### src/rtl/mem_port_arbiter_rv_pkg.sv
// Shared encodings and helpers for the fetch/data memory-port arbiter.
package mem_port_arbiter_rv_pkg;

  localparam logic [1:0] ARB_STATE_IDLE  = 2'd0;
  localparam logic [1:0] ARB_STATE_ISSUE = 2'd1;
  localparam logic [1:0] ARB_STATE_WAIT  = 2'd2;
  localparam logic [1:0] ARB_STATE_RESP  = 2'd3;

  localparam logic ARB_GRANT_FETCH = 1'b0;
  localparam logic ARB_GRANT_DATA  = 1'b1;

  localparam int STREAK_W = 4;
  localparam int WAIT_W   = 3;

  typedef struct packed {
    logic        grantId;
    logic [31:0] addr;
    logic [31:0] wdata;
    logic [3:0]  wstrb;
  } arbReq_t;

  function automatic logic [31:0] wordAlign(input logic [31:0] byteAddr);
    return byteAddr & 32'hFFFF_FFFC;
  endfunction

endpackage

### src/rtl/arb_pick_rv.sv
// Grant selection with fixed data-over-fetch priority and a saturating
// data-streak counter that forces a fetch grant once the limit is reached.
module arb_pick_rv
  import mem_port_arbiter_rv_pkg::*;
#(
  parameter int MAX_DATA_STREAK = 3
) (
  input  logic iwClk,
  input  logic iwRst,
  input  logic iwFetchReq,
  input  logic iwDataReq,
  input  logic iwGrantValid,
  output logic owGrantId
);

  logic [STREAK_W-1:0] streakReg;
  logic [STREAK_W-1:0] streakNext;
  logic                streakFull;
  logic                dataWins;

  always_comb begin
    streakFull = (streakReg == STREAK_W'(MAX_DATA_STREAK));
    dataWins   = iwDataReq && !(streakFull && iwFetchReq);
    owGrantId  = dataWins ? ARB_GRANT_DATA : ARB_GRANT_FETCH;
    streakNext = streakReg;
    // Only a data grant that overtakes a waiting fetch extends the streak.
    if (iwGrantValid) begin
      if (dataWins && iwFetchReq) begin
        streakNext = streakFull ? streakReg : streakReg + 1'b1;
      end else begin
        streakNext = '0;
      end
    end
  end

  always_ff @(posedge iwClk or posedge iwRst) begin
    if (iwRst) begin
      streakReg <= '0;
    end else begin
      streakReg <= streakNext;
    end
  end

endmodule

### src/rtl/mem_port_arbiter_rv.sv
// Serialises instruction-fetch and data accesses onto one synchronous RAM port
// (IDLE -> ISSUE -> WAIT -> RESP) and returns a one-cycle done per requester.
module mem_port_arbiter_rv
  import mem_port_arbiter_rv_pkg::*;
#(
  parameter int MEM_LATENCY     = 1,
  parameter int MAX_DATA_STREAK = 3
) (
  input  logic        iwClk,
  input  logic        iwRst,
  input  logic        iwFetchReq,
  input  logic [31:0] iwFetchAddr,
  output logic        owFetchDone,
  output logic [31:0] owFetchData,
  input  logic        iwDataReq,
  input  logic [31:0] iwDataAddr,
  input  logic [31:0] iwDataWdata,
  input  logic [3:0]  iwDataWstrb,
  output logic        owDataDone,
  output logic [31:0] owDataRdata,
  output logic        owMemEn,
  output logic [31:0] owMemAddr,
  output logic [31:0] owMemWdata,
  output logic [3:0]  owMemWstrb,
  input  logic [31:0] iwMemRdata,
  output logic        owBusy
);

  logic [1:0]        stateReg;
  logic [WAIT_W-1:0] waitCntReg;
  logic              grantIdReg;
  logic              grantValid;
  logic              pickId;
  arbReq_t           pickReq;

  assign grantValid = (stateReg == ARB_STATE_IDLE) && (iwFetchReq || iwDataReq);

  arb_pick_rv #(
    .MAX_DATA_STREAK(MAX_DATA_STREAK)
  ) uPick (
    .iwClk       (iwClk),
    .iwRst       (iwRst),
    .iwFetchReq  (iwFetchReq),
    .iwDataReq   (iwDataReq),
    .iwGrantValid(grantValid),
    .owGrantId   (pickId)
  );

  // Fetch never writes, so its strobes and write data are forced to zero.
  always_comb begin
    pickReq.grantId = pickId;
    if (pickId == ARB_GRANT_DATA) begin
      pickReq.addr  = wordAlign(iwDataAddr);
      pickReq.wdata = iwDataWdata;
      pickReq.wstrb = iwDataWstrb;
    end else begin
      pickReq.addr  = wordAlign(iwFetchAddr);
      pickReq.wdata = '0;
      pickReq.wstrb = '0;
    end
  end

  always_ff @(posedge iwClk or posedge iwRst) begin
    if (iwRst) begin
      stateReg    <= ARB_STATE_IDLE;
      waitCntReg  <= '0;
      grantIdReg  <= ARB_GRANT_FETCH;
      owMemEn     <= 1'b0;
      owMemAddr   <= '0;
      owMemWdata  <= '0;
      owMemWstrb  <= '0;
      owFetchDone <= 1'b0;
      owFetchData <= '0;
      owDataDone  <= 1'b0;
      owDataRdata <= '0;
      owBusy      <= 1'b0;
    end else begin
      owFetchDone <= 1'b0;
      owDataDone  <= 1'b0;
      case (stateReg)
        ARB_STATE_IDLE: begin
          // The memory-side registers double as the latched grant request.
          if (grantValid) begin
            grantIdReg <= pickReq.grantId;
            owMemEn    <= 1'b1;
            owMemAddr  <= pickReq.addr;
            owMemWdata <= pickReq.wdata;
            owMemWstrb <= pickReq.wstrb;
            owBusy     <= 1'b1;
            stateReg   <= ARB_STATE_ISSUE;
          end
        end
        ARB_STATE_ISSUE: begin
          owMemEn    <= 1'b0;
          waitCntReg <= WAIT_W'(MEM_LATENCY);
          stateReg   <= ARB_STATE_WAIT;
        end
        ARB_STATE_WAIT: begin
          waitCntReg <= waitCntReg - 1'b1;
          if (waitCntReg == WAIT_W'(1)) begin
            stateReg <= ARB_STATE_RESP;
            if (grantIdReg == ARB_GRANT_FETCH) begin
              owFetchData <= iwMemRdata;
              owFetchDone <= 1'b1;
            end else begin
              if (owMemWstrb == 4'b0000) begin
                owDataRdata <= iwMemRdata;
              end
              owDataDone <= 1'b1;
            end
          end
        end
        default: begin
          owBusy   <= 1'b0;
          stateReg <= ARB_STATE_IDLE;
        end
      endcase
    end
  end

endmodule

### config.mk
export PLATFORM = sky130hd
export DESIGN_NAME = mem_port_arbiter_rv
export DESIGN_NICKNAME = d
export VERILOG_FILES = /design/src/rtl/mem_port_arbiter_rv_pkg.sv /design/src/rtl/arb_pick_rv.sv /design/src/rtl/mem_port_arbiter_rv.sv
export SDC_FILE = /design/constraint.sdc
export NUM_CORES = 1
export LEC_CHECK = 0
export ABC_CLOCK_PERIOD_IN_PS = 6170
export CAP_MARGIN = 20
export CORE_UTILIZATION = 42
export DETAILED_ROUTE_END_ITERATION = 8
export GPL_ROUTABILITY_DRIVEN = 0
export HOLD_SLACK_MARGIN = 0.02
export MAX_ROUTING_LAYER = met4
export PLACE_DENSITY = 0.8
export SYNTH_ARGS = -nofsm -noshare
export SYNTH_HDL_FRONTEND = slang
export SYNTH_SLANG_ARGS = --single-unit
### constraint.sdc
create_clock -name iwClk -period 6.17 [get_ports iwClk]
set_input_delay 0.617 -clock iwClk [delete_from_list [all_inputs] [get_ports iwClk]]
set_output_delay 0.617 -clock iwClk [all_outputs]
set_load 0.05 [all_outputs]
### After elaboration in Yosys (flattened, before gate mapping)

Cells that the tools add are included.

| storage, ports and cells | value |
|---|---|
| flip-flop bits (word level) | 146 |
| input port bits | 136 |
| output and inout bits | 136 |
| word-level logic and storage cells | 59 |

| cells by class | value |
|---|---|
| $add $sub $neg | 2 |
| equal/unequal tests | 7 |
| mux-type cells | 17 |
| bitwise operators | 2 |
| reduce and logical (&&, ||, !) cells | 18 |

Operators with widths:

| kind | count |
|---|---|
| $mux W68 | 1 |
| $reduce_and A2 Y1 | 5 |
| $mux W1 | 8 |
| $mux W4 | 2 |
| $ne A2 B2 Y1 const B | 3 |
| $pmux W2 S3 | 1 |
| $pmux W3 S2 | 1 |
| $add A4 B1 Y4 const B | 1 |
| $eq A4 B2 Y1 const B | 1 |
| $logic_and A1 B1 Y1 | 4 |
| $logic_not A4 Y1 | 1 |
| $mux W2 | 2 |
| $pmux W1 S2 | 2 |
| $reduce_and A4 Y1 | 1 |
| $reduce_bool A2 Y1 | 2 |
| $eq A3 B1 Y1 const B | 1 |
| $reduce_and A3 Y1 | 1 |
| $sub A3 B1 Y3 const B | 1 |
| $eq A2 B1 Y1 const B | 1 |
| $eq A2 B2 Y1 const B | 1 |
| $logic_not A2 Y1 | 1 |
| $not A1 Y1 | 2 |
| $reduce_or A2 Y1 | 1 |
| $logic_not A1 Y1 | 1 |
| $logic_or A1 B1 Y1 | 1 |

### Logic depth before layout (Yosys ltp)

| logic depth | value |
|---|---|
| word-level depth | 7 |
| mapped depth | 7 |
| mapped depth without buffers | 5 |

### Cells and area by module

A second synthesis with hierarchy kept.

| second synthesis, totals | value |
|---|---|
| cell total of the unflattened synthesis | 498 |
| area total of the unflattened synthesis | 6226.0 um^2 |

By module, submodules not included:

| module | times used | cells an instance | area each (um^2) | seq. area each (um^2) |
|---|---|---|---|---|
| mem_port_arbiter_rv | 1 | 475 | 5988.2 | 3503.4 |
| arb_pick_rv | 1 | 23 | 237.7 | 100.1 |

### Worst setup path before layout

Ideal clock, no wire load.

| path | value |
|---|---|
| path kind | register to register |
| start point | register stateReg[0] |
| end point | register owFetchData[0] |
| library setup time | 0.125 ns |
| arrival time | 1.539 ns |
| required time | 6.045 ns |
| path slack | 4.506 ns |
| stages on the path, launching flop included | 6 |
| path buffers | 1 |
| clock period less this slack | 1.664 ns |
| cell sequence | dfrtp_1 > inv_1 > ha_1 > nor3b_4 > buf_6 > mux2_2 |

| on the way | value |
|---|---|
| longest elaborated chain between the ends | 2 |

Ends and longest elaborated chain:

| element | RTL line | RTL |
|---|---|---|
| from (decl) | mem_port_arbiter_rv.sv:29 | `logic [1:0] stateReg;` |
| from (signal assigned) | mem_port_arbiter_rv.sv:65 | `stateReg <= ARB_STATE_IDLE;` |
| from (signal assigned) | mem_port_arbiter_rv.sv:90 | `stateReg <= ARB_STATE_ISSUE;` |
| from (signal assigned) | mem_port_arbiter_rv.sv:96 | `stateReg <= ARB_STATE_WAIT;` |
| $eq A2 B2 Y1 | mem_port_arbiter_rv.sv:80 | `case (stateReg)` |
| $reduce_and A3 Y1 (no source line) | n/a |  |
| to (signal assigned) | mem_port_arbiter_rv.sv:103 | `owFetchData <= iwMemRdata;` |
| to (decl) | mem_port_arbiter_rv.sv:14 | `output logic [31:0] owFetchData,` |

No other way between the ends.
A chain may end at the register's enable or synchronous reset.

### Final worst setup path

| path | value |
|---|---|
| start point | register stateReg[1] |
| end point | register uPick.streakReg[3] |

| on the way | value |
|---|---|
| longest elaborated chain between the ends | 3 |

Ends and longest elaborated chain:

| element | RTL line | RTL |
|---|---|---|
| $logic_not A2 Y1 | mem_port_arbiter_rv.sv:36 | `assign grantValid = (stateReg == ARB_STATE_IDLE) && (iwFetchReq \|\| iwDataReq);` |
| $logic_and A1 B1 Y1 | mem_port_arbiter_rv.sv:36 |  |
| $reduce_and A2 Y1 (no source line) | n/a |  |
| to (signal assigned) | arb_pick_rv.sv:40 | `streakReg <= streakNext;` |
| to (decl) | arb_pick_rv.sv:16 | `logic [STREAK_W-1:0] streakReg;` |

No other way between the ends.

==> flow_summary.toml <==
[run_status]
status = "complete, no violations"

[cells_and_area]
post-route-util_pct = 67.35
seq_area_sq_mm = 0.003603
antennaDiodeCount = 0
nNetsFinal = 856
finalInstanceArea_sq_mm = 0.009349
drive_gt1_share_pct = 14.74
area_delta_synth_final_pct = 56.29
multiInputGateArea_sq_mm = 0.002118
nFillCells = 1012

[synthesis]
synthAdderAreaFrac_pct = 1.464
post_synth_and_or_nand_nor_area_fraction_pct = 9.872
yosysTopAreaCell = "dfrtp_1"
synth_top_cells_by_count = "dfrtp_1, nand2_1, mux2_2, a22o_1"
synth_cells = 457
ys_top_cells_by_area = "dfrtp_1, mux2_2, a22o_1, nand2_1, o211ai_1"
ys_ff_latch = 144
async_flop_share_pct = 100.0
synth.area.mux_share_pct = 12.74
synth_cell_type_count = 39
yosysSeqAreaShare_pct = 60.24
synthFlopType = "dfrtp_1"
synth_compound_area_share_pct = 11.21
synth_edf_count = 0
synth_top_family_by_area = "multiplexers"
avgSynthCellArea_sq_um = 13.09
synth_most_common_cell = "dfrtp_1"
synth_area_sq_mm = 0.005982
synth_top_area_share_pct = 60.24
synthXorXnorAreaFrac_pct = 0
yosysWarnings = 0

[sta]
setup_viol = 0
relSlewSlack_pct = 37.47
drv_slew = 0
worst_pin_slew_ns = 0.9345
timing.final.hold_violations = 0
final.setup_skew_ns = 0.01323
max_freq_mhz = 386.5
period_needed_ns = 2.587
finalWorstSetupSlack_ns = 3.583
post-route-period-util_pct = 41.94
fin_tns_setup_ns = 0
grt_setup_unrepaired = "false"

[hold_path]
min_path_type = "reg -> reg"
worstHoldStart = "owDataRdata[14]$_DFFE_PP0P_"

[power]
power_mw = 6.373
cellPowerDensity_mw_per_mm2 = 681.7
vdd_drop_max_v = 0.0003257
p_leak_nw = 3.902

[floorplanning]
initial_utilization_pct = 43.10
die_w_um = 121.3
dieArea_sq_mm = 0.01472
die_h_um = 121.3
ios = 272
core_area_sq_mm = 0.01388
rows = 43

[critical_path]
critical_path_required_ns = 6.49
critPathKind = "reg -> reg"
critPathCaptureType = "flop"
r2r_start = "stateReg[1]$_DFFE_PP0P_"
critPathLaunchType = "flop"
arrival_ns = 2.91
r2r_setup_slack_ns = 3.58
crit_fanout = 37
crit_path_start = "stateReg[1]$_DFFE_PP0P_"

[routing]
dr_total_vias = 4786
drc = 0
via_per_inst = 5.283
drt-initial-drc-count = 165
wl_per_cell_um = 17.61
wirelength_um = 15950
first_pass_iters = 4
ant_nets = 0

[cts]
cts_tree = "done"
clk_pin_slew_ns = 0.06
h-tree-depth = 4
cts_resized = 0
clkLatencyLatePin_ns = 0.41
cts_buffers = 17
cts_hold_buf = 0
cts_root_buffer = "clkbuf_16"
post_cts_buffers = 0
cts_buffer_depth = 2
cts.sinks = 144

[placement]
dp_hpwl_um = 11300
placed_area_sq_mm = 0.008680
place_ws_ns = 3.117
port_buffers = 265

[global_routing]
grt_max_degree = 104
antenna_found_initial = 0
grt.overflow.total = 0
grt_usage_pct = 22.72
grt_pass1_wl_um = 24810
first_global_vias = 4938

[job]
drv_cap = 0
[registers in the layout, indices dropped and copies added (netlist names)]
signal           cells
owDataRdata         32
owFetchData         32
owMemWdata          32
owMemAddr           30
owMemWstrb           4
uPick.streakReg      4
waitCntReg           3
stateReg             2
grantIdReg           1
owBusy               1
owDataDone           1
owFetchDone          1
owMemEn              1
[critical path, stage by stage, from the launching register on]
cell and delay (ns):
dfrtp_1 0.40, inv_1 0.11, ha_1 0.49, buf_4 0.39, o21ai_4 0.32, or4_1 0.60, o211ai_1 0.17
[layout by cell type, fill, tap and decap left out, types with 2 or more instances in the layout]
cell,count
clkdlybuf4s50_1,265
dfrtp_1,144
nand2_1,66
mux2_2,60
a22o_1,37
nand4_1,31
o211ai_1,31
clkbuf_16,17
inv_1,7
ha_1,7
buf_4,6
mux2_1,5
inv_6,4
mux2i_1,3
bufinv_16,3
o21ai_0,2
a32o_1,2
o22ai_1,2
nor2_1,2
conb_1,2
clkbuf_8,2
clkbuf_1,2
clkinvlp_4,2
clkinv_4,2
buf_16,2
[path summary, 6_finish.rpt]
path	depth (start not counted)	to
setup reg to reg	6	uPick.streakReg[3]$_DFFE_PP0P_
max in group asynchronous	3	owMemWdata[26]$_DFFE_PP0P_
setup / recovery	6	uPick.streakReg[3]$_DFFE_PP0P_
hold / removal	1	owDataRdata[14]$_DFFE_PP0P_
hold reg to reg	1	owDataRdata[14]$_DFFE_PP0P_
min in group asynchronous	2	owDataRdata[14]$_DFFE_PP0P_
[layer usage]
layer / share of wire [%] / track usage (%) / vias to the layer above
met4: 2.5 / 9.028 / 0
met3: 7.4 / 5.263 / 26
met2: 49 / 37.43 / 230
met5: 0 / - / -
li1: - / - / 2175
met1: 41 / 26.88 / 2355
[area by class of cell]
| cell class | count | share of cell area [%] |
|---|---|---|
| tap | 180 | 2.409 |
| multi-input combinational | 269 | 22.66 |
| clock inverter | 11 | 1.646 |
| timing repair buffer | 273 | 29.44 |
| clock buffer | 21 | 4.925 |
| inverter | 8 | 0.3747 |
| sequential | 144 | 38.54 |
[logic make-up (layout without fill, tap and decap cells)]
logic type | Yosys count | after routing
adders and majority gates | 7 | 7
other | 1 | 2
AOI/OAI and AO/OA | 82 | 82
and+or+nand+nor | 110 | 110
muxes | 68 | 68
DFF | 144 | 144
buffers and inverters | 45 | 313
[metrics by stage]
step           std cells  hold slack [ns]
4_1_cts              904           0.4989
5_1_grt              906           0.5155
2_1_floorplan        458           0.4845
3_5_place_dp         872           0.4854
3_3_place_gp         872           0.4730
6_report             906           0.4925
[report_power, final]
part           leakage [nW]  internal (mW)  switching, mW
Combinational          1.85           1.31           2.32
Sequential             1.76           1.42          0.273
Clock                 0.295          0.662          0.386
No activity file was read; power rests on OpenSTA's default activity.
